===== config.mk =====
export PLATFORM = sky130hd
export DESIGN_NAME = key_pulse_gen
export DESIGN_NICKNAME = d
export VERILOG_FILES = /design/src/rtl/key_pulse_gen.sv
export SDC_FILE = /design/constraint.sdc
export NUM_CORES = 1
export LEC_CHECK = 0
export BUFFER_PORTS_ARGS = -buffer_cell sky130_fd_sc_hd__buf_4
export CAP_MARGIN = 20
export CORE_ASPECT_RATIO = 1.5
export CORE_MARGIN = 5
export CORE_UTILIZATION = 43
export CTS_BUF_LIST = sky130_fd_sc_hd__clkbuf_4
export CTS_CLUSTER_DIAMETER = 50
export DETAILED_ROUTE_END_ITERATION = 16
export SYNTH_ARGS = -nofsm -noshare
export SYNTH_HDL_FRONTEND = slang
export SYNTH_SLANG_ARGS = --single-unit

===== constraint.sdc =====
create_clock -name clk -period 16.31 [get_ports clk]
set_input_delay 2.4465 -clock clk [delete_from_list [all_inputs] [get_ports clk]]
set_output_delay 2.4465 -clock clk [all_outputs]
set_load 0.02 [all_outputs]

===== src/rtl/key_pulse_gen.sv =====
// rtl/key_pulse_gen.sv - debounced, auto-repeating, priority-serialised button pulse generator
module key_pulse_gen #(
    parameter int DEBOUNCE      = 250000,
    parameter int REPEAT_DELAY  = 15000000,
    parameter int REPEAT_PERIOD = 5000000
) (
    input  logic clk,
    input  logic rst,
    input  logic en,
    input  logic btn_left,
    input  logic btn_right,
    input  logic btn_down,
    input  logic btn_rot,
    output logic left,
    output logic right,
    output logic down,
    output logic ro
);

    // Button index order doubles as service priority: 0 = left (highest) .. 3 = rotate.
    localparam logic [23:0] DB_LAST = 24'(DEBOUNCE - 1);
    localparam logic [23:0] RD_LAST = 24'(REPEAT_DELAY - 1);
    localparam logic [23:0] RP_LAST = 24'(REPEAT_PERIOD - 1);
    // Rotate never auto-repeats; its repeat counter still runs but its hits are masked.
    localparam logic [3:0]  REPEATS = 4'b0111;

    logic [3:0]  raw;
    logic [3:0]  sync1;
    logic [3:0]  sync2;
    logic [3:0]  deb;
    logic [3:0]  deb_prev;
    logic [3:0]  rep_phase;
    logic [3:0]  press;
    logic [3:0]  rep_hit;
    logic [3:0]  evt;
    logic [3:0]  pend;
    logic [3:0]  grant;
    logic [23:0] db_cnt  [4];
    logic [23:0] rep_cnt [4];

    // Event detection and fixed-priority selection of one pending flag.
    always_comb begin
        raw     = {btn_rot, btn_down, btn_right, btn_left};
        press   = deb & ~deb_prev;
        rep_hit = '0;
        for (int i = 0; i < 4; i++) begin
            if (deb[i]) begin
                rep_hit[i] = rep_phase[i] ? (rep_cnt[i] == RP_LAST)
                                          : (rep_cnt[i] == RD_LAST);
            end
        end
        evt   = press | (rep_hit & REPEATS);
        grant = '0;
        if (pend[0])      grant = 4'b0001;
        else if (pend[1]) grant = 4'b0010;
        else if (pend[2]) grant = 4'b0100;
        else if (pend[3]) grant = 4'b1000;
    end

    // Two-flop synchronizers, debounce filters and edge history.
    always_ff @(posedge clk or posedge rst) begin
        if (rst) begin
            sync1    <= '0;
            sync2    <= '0;
            deb      <= '0;
            deb_prev <= '0;
            for (int i = 0; i < 4; i++) db_cnt[i] <= '0;
        end else begin
            sync1    <= raw;
            sync2    <= sync1;
            deb_prev <= deb;
            for (int i = 0; i < 4; i++) begin
                if (sync2[i] != deb[i]) begin
                    if (db_cnt[i] == DB_LAST) begin
                        deb[i]    <= sync2[i];
                        db_cnt[i] <= '0;
                    end else begin
                        db_cnt[i] <= db_cnt[i] + 24'd1;
                    end
                end else begin
                    db_cnt[i] <= '0;
                end
            end
        end
    end

    // Hold-time counters: first hit after the initial delay, then once per period.
    always_ff @(posedge clk or posedge rst) begin
        if (rst) begin
            rep_phase <= '0;
            for (int i = 0; i < 4; i++) rep_cnt[i] <= '0;
        end else begin
            for (int i = 0; i < 4; i++) begin
                if (!deb[i]) begin
                    rep_cnt[i]   <= '0;
                    rep_phase[i] <= 1'b0;
                end else if (rep_hit[i]) begin
                    rep_cnt[i]   <= '0;
                    rep_phase[i] <= 1'b1;
                end else begin
                    rep_cnt[i]   <= rep_cnt[i] + 24'd1;
                end
            end
        end
    end

    // Pending flags and registered one-hot pulses; a disabled gate flushes everything.
    always_ff @(posedge clk or posedge rst) begin
        if (rst) begin
            pend                     <= '0;
            {ro, down, right, left}  <= '0;
        end else if (en) begin
            pend                     <= (pend & ~grant) | evt;
            {ro, down, right, left}  <= grant;
        end else begin
            pend                     <= '0;
            {ro, down, right, left}  <= '0;
        end
    end

endmodule


==> metrics.md, run 1 <==
| Metric | Value |
|---|---|
| Status | `finished, final reports clean` |
| Setup WS pre-CTS | `12.16 ns` |
| Setup TNS Final | `0 ns` |
| Clk_lat worst skew | `0.60 ns` |
| Placed instance count | `1262` |
| Clk slew on worst S/H paths | `0.19 ns` |
| CP startpoint kind | `register` |
| Tot GR Track Use | `15.84%` |
| Post-synthesis sequential area ratio | `49.24%` |
| Final setup viols | `0` |
| Fillers | `2171` |
| Std cell rows | `68` |
| Root buf cell | `clkbuf_4` |
| DRT iter0 DRCs | `392` |
| Net count, final | `1015` |
| Die Span X | `134.0 um` |
| Pwr dens | `75.55 mW/mm2` |
| Routed WL | `19.60 mm` |
| Crit path to | `ro` |
| Switching Share | `25.59%` |
| CP Buf/Inv Count | `1` |
| Via density | `5.749` |
| DRC Markers | `0` |
| Input/output buffers | `10` |
| Tmin final | `3.593 ns` |
| Fin. Hold Viols | `0` |
| Postcts setup bufs | `0` |
| Crit-path cells | `buf_4` |
| Initial Util | `43.30%` |
| Most numerous cell in the Yosys netlist | `dfrtp_1` |
| Crit path launch | `ro` |
| RSZ-0062 raised after global routing | `no` |
| Int Power | `590.6 uW` |
| Sequential power share | `61.8%` |
| Worst Path Required | `13.86 ns` |
| Final slew viol count | `0` |
| Routed Antenna Nets | `0` |
| Reg2reg end | `rep_cnt[88]` |
| Ys Warns | `0` |
| MaxCap Viol Count | `0` |
| Crit-path max cell delay | `0.40 ns` |
| Worst-margin pin slew | `0.9132 ns` |
| Switching Power | `203.1 uW` |
| Synthesized cell area | `0.009911 mm2` |
| CP endpoint kind | `primary output` |
| Reg-to-reg setup timing slack | `13.89 ns` |
| Delay-heaviest family, CP | `flip-flops` |
| Average size of a mapped cell | `9.764 um2` |
| Post-synth top area cell | `dfrtp_1` |
| Clock share of power | `35.6%` |
| Core area | `0.02289 mm2` |
| #FFs+latches synth | `195` |
| Syn Nets | `1029` |
| Initial antenna violation count | `1` |
| FFs w/ async S/R, synth | `100.0%` |
| Worst path arrival time | `1.15 ns` |
| Pleak | `0.003963 uW` |
| Post-layout instance count excluding filler cells | `1295` |
| DIE HEIGHT | `195.9 um` |
| Wire length per cell | `15.14 um` |
| Max VDD drop | `0.03564 mV` |
| TritonCTS buffer count | `17` |
| GRT overflow | `0` |
| Final setup margin | `12.72 ns` |
| Critical path depth | `1` |
| Top post-synthesis cells by area | `dfrtp_1 (49%), xor2_1 (4.7%), xnor2_1 (3.9%), nand4_1 (3.9%), nor2_1 (3.7%)` |
| Pin count of the biggest net entering global routing | `136` |
| Achievable Freq | `278.3 MHz` |
| Logic gate share of total power | `2.6%` |
| Clk sink count | `195` |
| CTS tree | `done` |
| Critical path's slowest cell | `dfrtp_1` |
| Area grow syn2layout | `6.009%` |
| Final Wtd Congestion | `0.7673` |
| H-tree depth | `4` |
| Slew headroom | `39.12%` |
| DR vias | `7445` |
| Final period util | `22.03%` |
| Post-synth EDFFs | `0` |
| Layout cells sized above 1 | `6.805%` |
| CTS resizes | `0` |
| Reg2reg path depth | `5` |
| # IOs | `11` |
| Gate Count Post-Synth | `1015` |
| Area of the die | `0.02625 mm2` |
| Worst reg2reg startpoint | `rep_cnt[93]` |
| Hold_buf cts | `0` |
| Synth top cells by count | `dfrtp_1 (195), nor2_1 (99), nand4_1 (61)` |
| Clock tree buffer depth | `2` |
| CP max FO | `1` |
| Post-synth top area share | `49.24%` |
| Hpwl dp | `13.29 mm` |
| Crit path kind | `reg2out` |
| First-pass GRT wire length | `35.08 mm` |
| Vias in the first global route | `7307` |
| Predominant post-synthesis flop cell | `dfrtp_1` |
| HP Class | `reg2reg` |
| Final Skew | `0.03364 ns` |
| Post-synth cell types | `56` |
| Drt pass-1 iters | `4` |
-- layout make-up --
type                            count  area, um2  share of cell area (%)
Timing Repair Buffer               17      127.6                   1.215
Clock inverter                     15      188.9                   1.798
Multi-Input combinational cell    739       4706                   44.79
Clock buffer                       17      127.6                   1.215
Sequential cell                   195       4880                   46.45
Inverter                           31      123.9                   1.179
Antenna cell                        1      2.502                 0.02382
Tap cell                          280      350.3                   3.335
-- cell families after synthesis --
family                   Yosys count  share of synthesized area, %
AO/OA/AOI/OAI                    149                         9.671
flip-flops                       195                         49.24
XOR/XNOR                          97                         8.572
buffers and inverters             81                         3.383
multiplexers                       6                        0.6565
adder cells (fa/ha/maj)            7                        0.8837
AND/OR/NAND/NOR                  480                         27.60
-- cell usage in the layout, fill, tap and decap left out, drive strengths merged, types with 37 or more instances in the layout --
cell type  instances
nand3             61
nand2             50
nand4             63
or3               41
xor2              53
nor2              99
xnor2             44
dfrtp            195
a21oi             56
inv               39
o21ai             37
-- state kept, by name, summed over array words and instances, names as in the netlist --
signal     cells
db_cnt        96
deb            4
deb_prev       4
down           1
left           1
pend           4
rep_cnt       72
rep_phase      3
right          1
ro             1
sync1          4
sync2          4
-- metrics by stage --
stage	util [%]	hold WS (ns)	power [uW]	cell area, um2
2_1_floorplan	-	0.3312	513.3	9911
3_3_place_gp	44.51	0.3489	520.6	10190
3_5_place_dp	44.51	0.3449	521.1	10190
4_1_cts	45.89	0.3870	810.0	10500
5_1_grt	45.91	0.3914	832.8	10510
6_report	45.91	0.3830	793.8	10510
-- routing by layer --
layer	vias to the layer above	track usage [%]	part of all wire, %
met5	-	0	0
met4	0	4.613	1.5
met1	3658	19.97	45
met3	18	2.642	2.0
met2	73	27.91	52
li1	3696	-	-
-- how the worst min path moves through the flow --
| stage | depth (start not counted) | slack, ns | endpoint | startpoint |
|---|---|---|---|---|
| after floorplan | 0 | 0.33 | sync2[0] | sync1[0] |
| after global placement | 0 | 0.35 | sync2[3] | sync1[3] |
| after detailed placement | 0 | 0.34 | sync2[3] | sync1[3] |
| after CTS | 0 | 0.39 | sync2[3] | sync1[3] |
| after global routing | 0 | 0.39 | sync2[2] | sync1[2] |
| final | 0 | 0.38 | sync2[3] | sync1[3] |
-- worst reg2reg max path, stage by stage, from the launching register on --
cell and delay (ns):
dfrtp_1 0.47, nor4b_1 0.33, nand4_1 0.20, a2111oi_4 0.87, buf_4 0.34, nor3_1 0.07
-- power groups by stage --
stage | Clock [uW] | Combinational (uW) | Sequential [uW]
floorplan | 0 | 14.7 | 499
global placement | 0 | 21.4 | 499
detailed placement | 0 | 21.8 | 499
CTS | 298 | 21.8 | 491
global route | 316 | 25.0 | 491
finish | 283 | 20.5 | 490
(Power assumes the default switching activity.)
==> run 2, diff against run 1 <==
Clock period 16.31 ns to 3.4 ns, I/O delays scaled along.
==> run 2 against run 1 <==
  * Clock power rose to 4.1 times the previous value
  * Combinational power rose to 5.2 times the previous value
  * Final cell count increased by 0.54%
  * Critical path type is now reg2reg
  * Register-to-register slack worse by 13 ns
  * Die area unchanged
==> metrics.md, run 2 (synthesized netlist as in run 1, its figures left out) <==
| Metric | Value |
|---|---|
| DRC Markers | `0 (unchanged)` |
| Final Skew | `0.02338 ns (-0.01026 ns)` |
| CTS tree | `done` |
| Clk_lat worst skew | `0.61 ns (about the same)` |
| Area grow syn2layout | `6.249%` |
| CP endpoint kind | `register` |
| MaxCap Viol Count | `0 (unchanged)` |
| Pleak | `0.003957 uW (-0.15%)` |
| Core area | `0.02289 mm2 (unchanged)` |
| Critical path's slowest cell | `a21o_1` |
| H-tree depth | `4 (unchanged)` |
| Routed Antenna Nets | `0 (unchanged)` |
| Wire length per cell | `15.22 um (+0.56%)` |
| Tot GR Track Use | `15.87% (+0.027 points)` |
| DIE HEIGHT | `195.9 um (unchanged)` |
| Drt pass-1 iters | `4 (unchanged)` |
| Most common cell after layout, fill and taps aside | `dfrtp_1` |
| Final Wtd Congestion | `0.8186 (+6.7%)` |
| Root buf cell | `clkbuf_4` |
| Pin count of the biggest net entering global routing | `111 (-18%)` |
| Std cell rows | `68 (unchanged)` |
| Final slew viol count | `0 (unchanged)` |
| Achievable Freq | `450.4 MHz` |
| HP Class | `in2reg` |
| TritonCTS buffer count | `17 (unchanged)` |
| Tmin final | `2.220 ns` |
| CP max FO | `22 (+21)` |
| Postcts setup bufs | `0 (unchanged)` |
| Initial antenna violation count | `1 (unchanged)` |
| DR vias | `7479 (+0.46%)` |
| Fin. Hold Viols | `0 (unchanged)` |
| Die Span X | `134.0 um (unchanged)` |
| Clk sink count | `195 (unchanged)` |
| Worst-margin pin slew | `0.8437 ns (-0.06950 ns)` |
| Crit-path cells | `or4b_1 -> nor4_1 -> a21o_1 -> nor2_1` |
| Fillers | `2158 (-0.60%)` |
| Net count, final | `1022 (+0.69%)` |
| Final Cell Area | `0.01053 mm2 (+0.23%)` |
| Via density | `5.744 (about the same)` |
| Most flop-heavy register | `db_cnt` |
| Layout cells sized above 1 | `6.954% (+0.15 points)` |
| CP startpoint kind | `register` |
| Status | `finished, final reports clean` |
| Crit path kind | `reg2reg` |
| Worst Path Required | `3.86 ns (-10.00 ns)` |
| Routed WL | `19.82 mm (+1.1%)` |
| Final period util | `65.30%` |
| Area of the die | `0.02625 mm2 (unchanged)` |
| WHS | `0.1441 ns (-0.2389 ns)` |
| Clk slew on worst S/H paths | `0.18 ns (about the same)` |
| Hpwl dp | `13.55 mm (+1.9%)` |
| First-pass GRT wire length | `35.24 mm (+0.45%)` |
| Worst path arrival time | `2.68 ns (+1.53 ns)` |
| Input/output buffers | `10 (unchanged)` |
| Max reg flops | `96 (unchanged)` |
| Setup TNS Final | `0 ns (unchanged)` |
| Reg-to-reg setup timing slack | `1.18 ns (-12.71 ns)` |
| Slew headroom | `43.69% (+4.6 points)` |
| Placed Instance Area | `0.01022 mm2 (+0.36%)` |
| Initial Util | `43.30% (unchanged)` |
| GRT overflow | `0 (unchanged)` |
| DRT iter0 DRCs | `355 (-9.4%)` |
| Top Registers | `db_cnt (96), rep_cnt (72)` |
| Vias in the first global route | `7545 (+3.3%)` |
| Pwr dens | `344.1 mW/mm2 (+360%)` |
| Crit-path max cell delay | `0.64 ns (+0.24 ns)` |
| # IOs | `11 (unchanged)` |
| Clock tree buffer depth | `2 (unchanged)` |
| Max VDD drop | `0.1718 mV (+380%)` |
| Commonest non-fill, non-tap cells in the layout | `dfrtp_1 (195), nor2_1 (99), nand4_1 (61)` |
| Final setup viols | `0 (unchanged)` |
| RSZ-0062 raised after global routing | `no` |
-- run 2: cell count changes in the layout (fill, tap and decap cells not counted), moves of 2 or more --
cell | before | now
buf_12 | 0 | 2
bufinv_16 | 2 | 0
clkinv_2 | 0 | 2
clkinvlp_4 | 0 | 5
dlygate4sd3_1 | 0 | 5
inv_6 | 5 | 2
-- run 2: layout make-up --
| type | count | area [um2] | area share (%) |
|---|---|---|---|
| inverters | 31 | 120.1 | 1.141 |
| clock inverters | 15 | 126.4 | 1.200 |
| well taps | 280 | 350.3 | 3.327 |
| repair buffers | 24 | 217.7 | 2.067 |
| flip-flops and latches | 195 | 4880 | 46.34 |
| multi-input cells | 739 | 4706 | 44.69 |
| diodes | 1 | 2.502 | 0.02376 |
| clock buffers | 17 | 127.6 | 1.212 |
-- run 2: final timing paths --
check	startpoint	endpoint	cells after the start
setup reg to reg	db_cnt[61]	db_cnt[58]	4
hold reg to reg	sync1[2]	sync2[2]	0
setup / recovery	db_cnt[61]	db_cnt[58]	4
max in group asynchronous	rst	db_cnt[16]	4
min in group asynchronous	rst	left	3
hold / removal	en	right	3
-- run 2: per-stage QoR --
step           util (%)  setup slack (ns)  cells  power [uW]
2_1_floorplan         -            0.3716   1015        2463
3_3_place_gp      44.67             1.176   1264        2502
3_5_place_dp      44.67             1.162   1264        2504
6_report          46.01             1.180   1302        3623
4_1_cts           46.00             1.152   1301        3701
5_1_grt           46.01            0.9467   1302        3796
-- run 2: critical path, delay by kind of cell (launching register included) --
family             cells  cell delay [ns]
AOI/OAI and AO/OA      1             0.64
DFF                    1             0.46
and+or+nand+nor        3             1.00
-- run 2: what timing repair did --
action / in CTS / in global routing
resized for setup: 0 / 0
endpoints found under the setup margin: 0 / 0
hold endpoints to repair: 27 / 0
hold buffers: 5 / 0
-- run 2: per-layer routing --
metal	GRT usage (%)	vias up	share of wire (%)
met1	18.99	3676	43
met4	5.071	0	1.5
met3	2.668	22	2.0
met5	0	-	0
met2	28.87	67	53
li1	-	3714	-
-- run 2: report_power, final --
group	internal [uW]	leakage [uW]	switching (uW)
clock	309	0.000130	855
combinational	29.2	0.00113	78.1
sequential	2340	0.00270	15.1
total	2670	0.00396	948
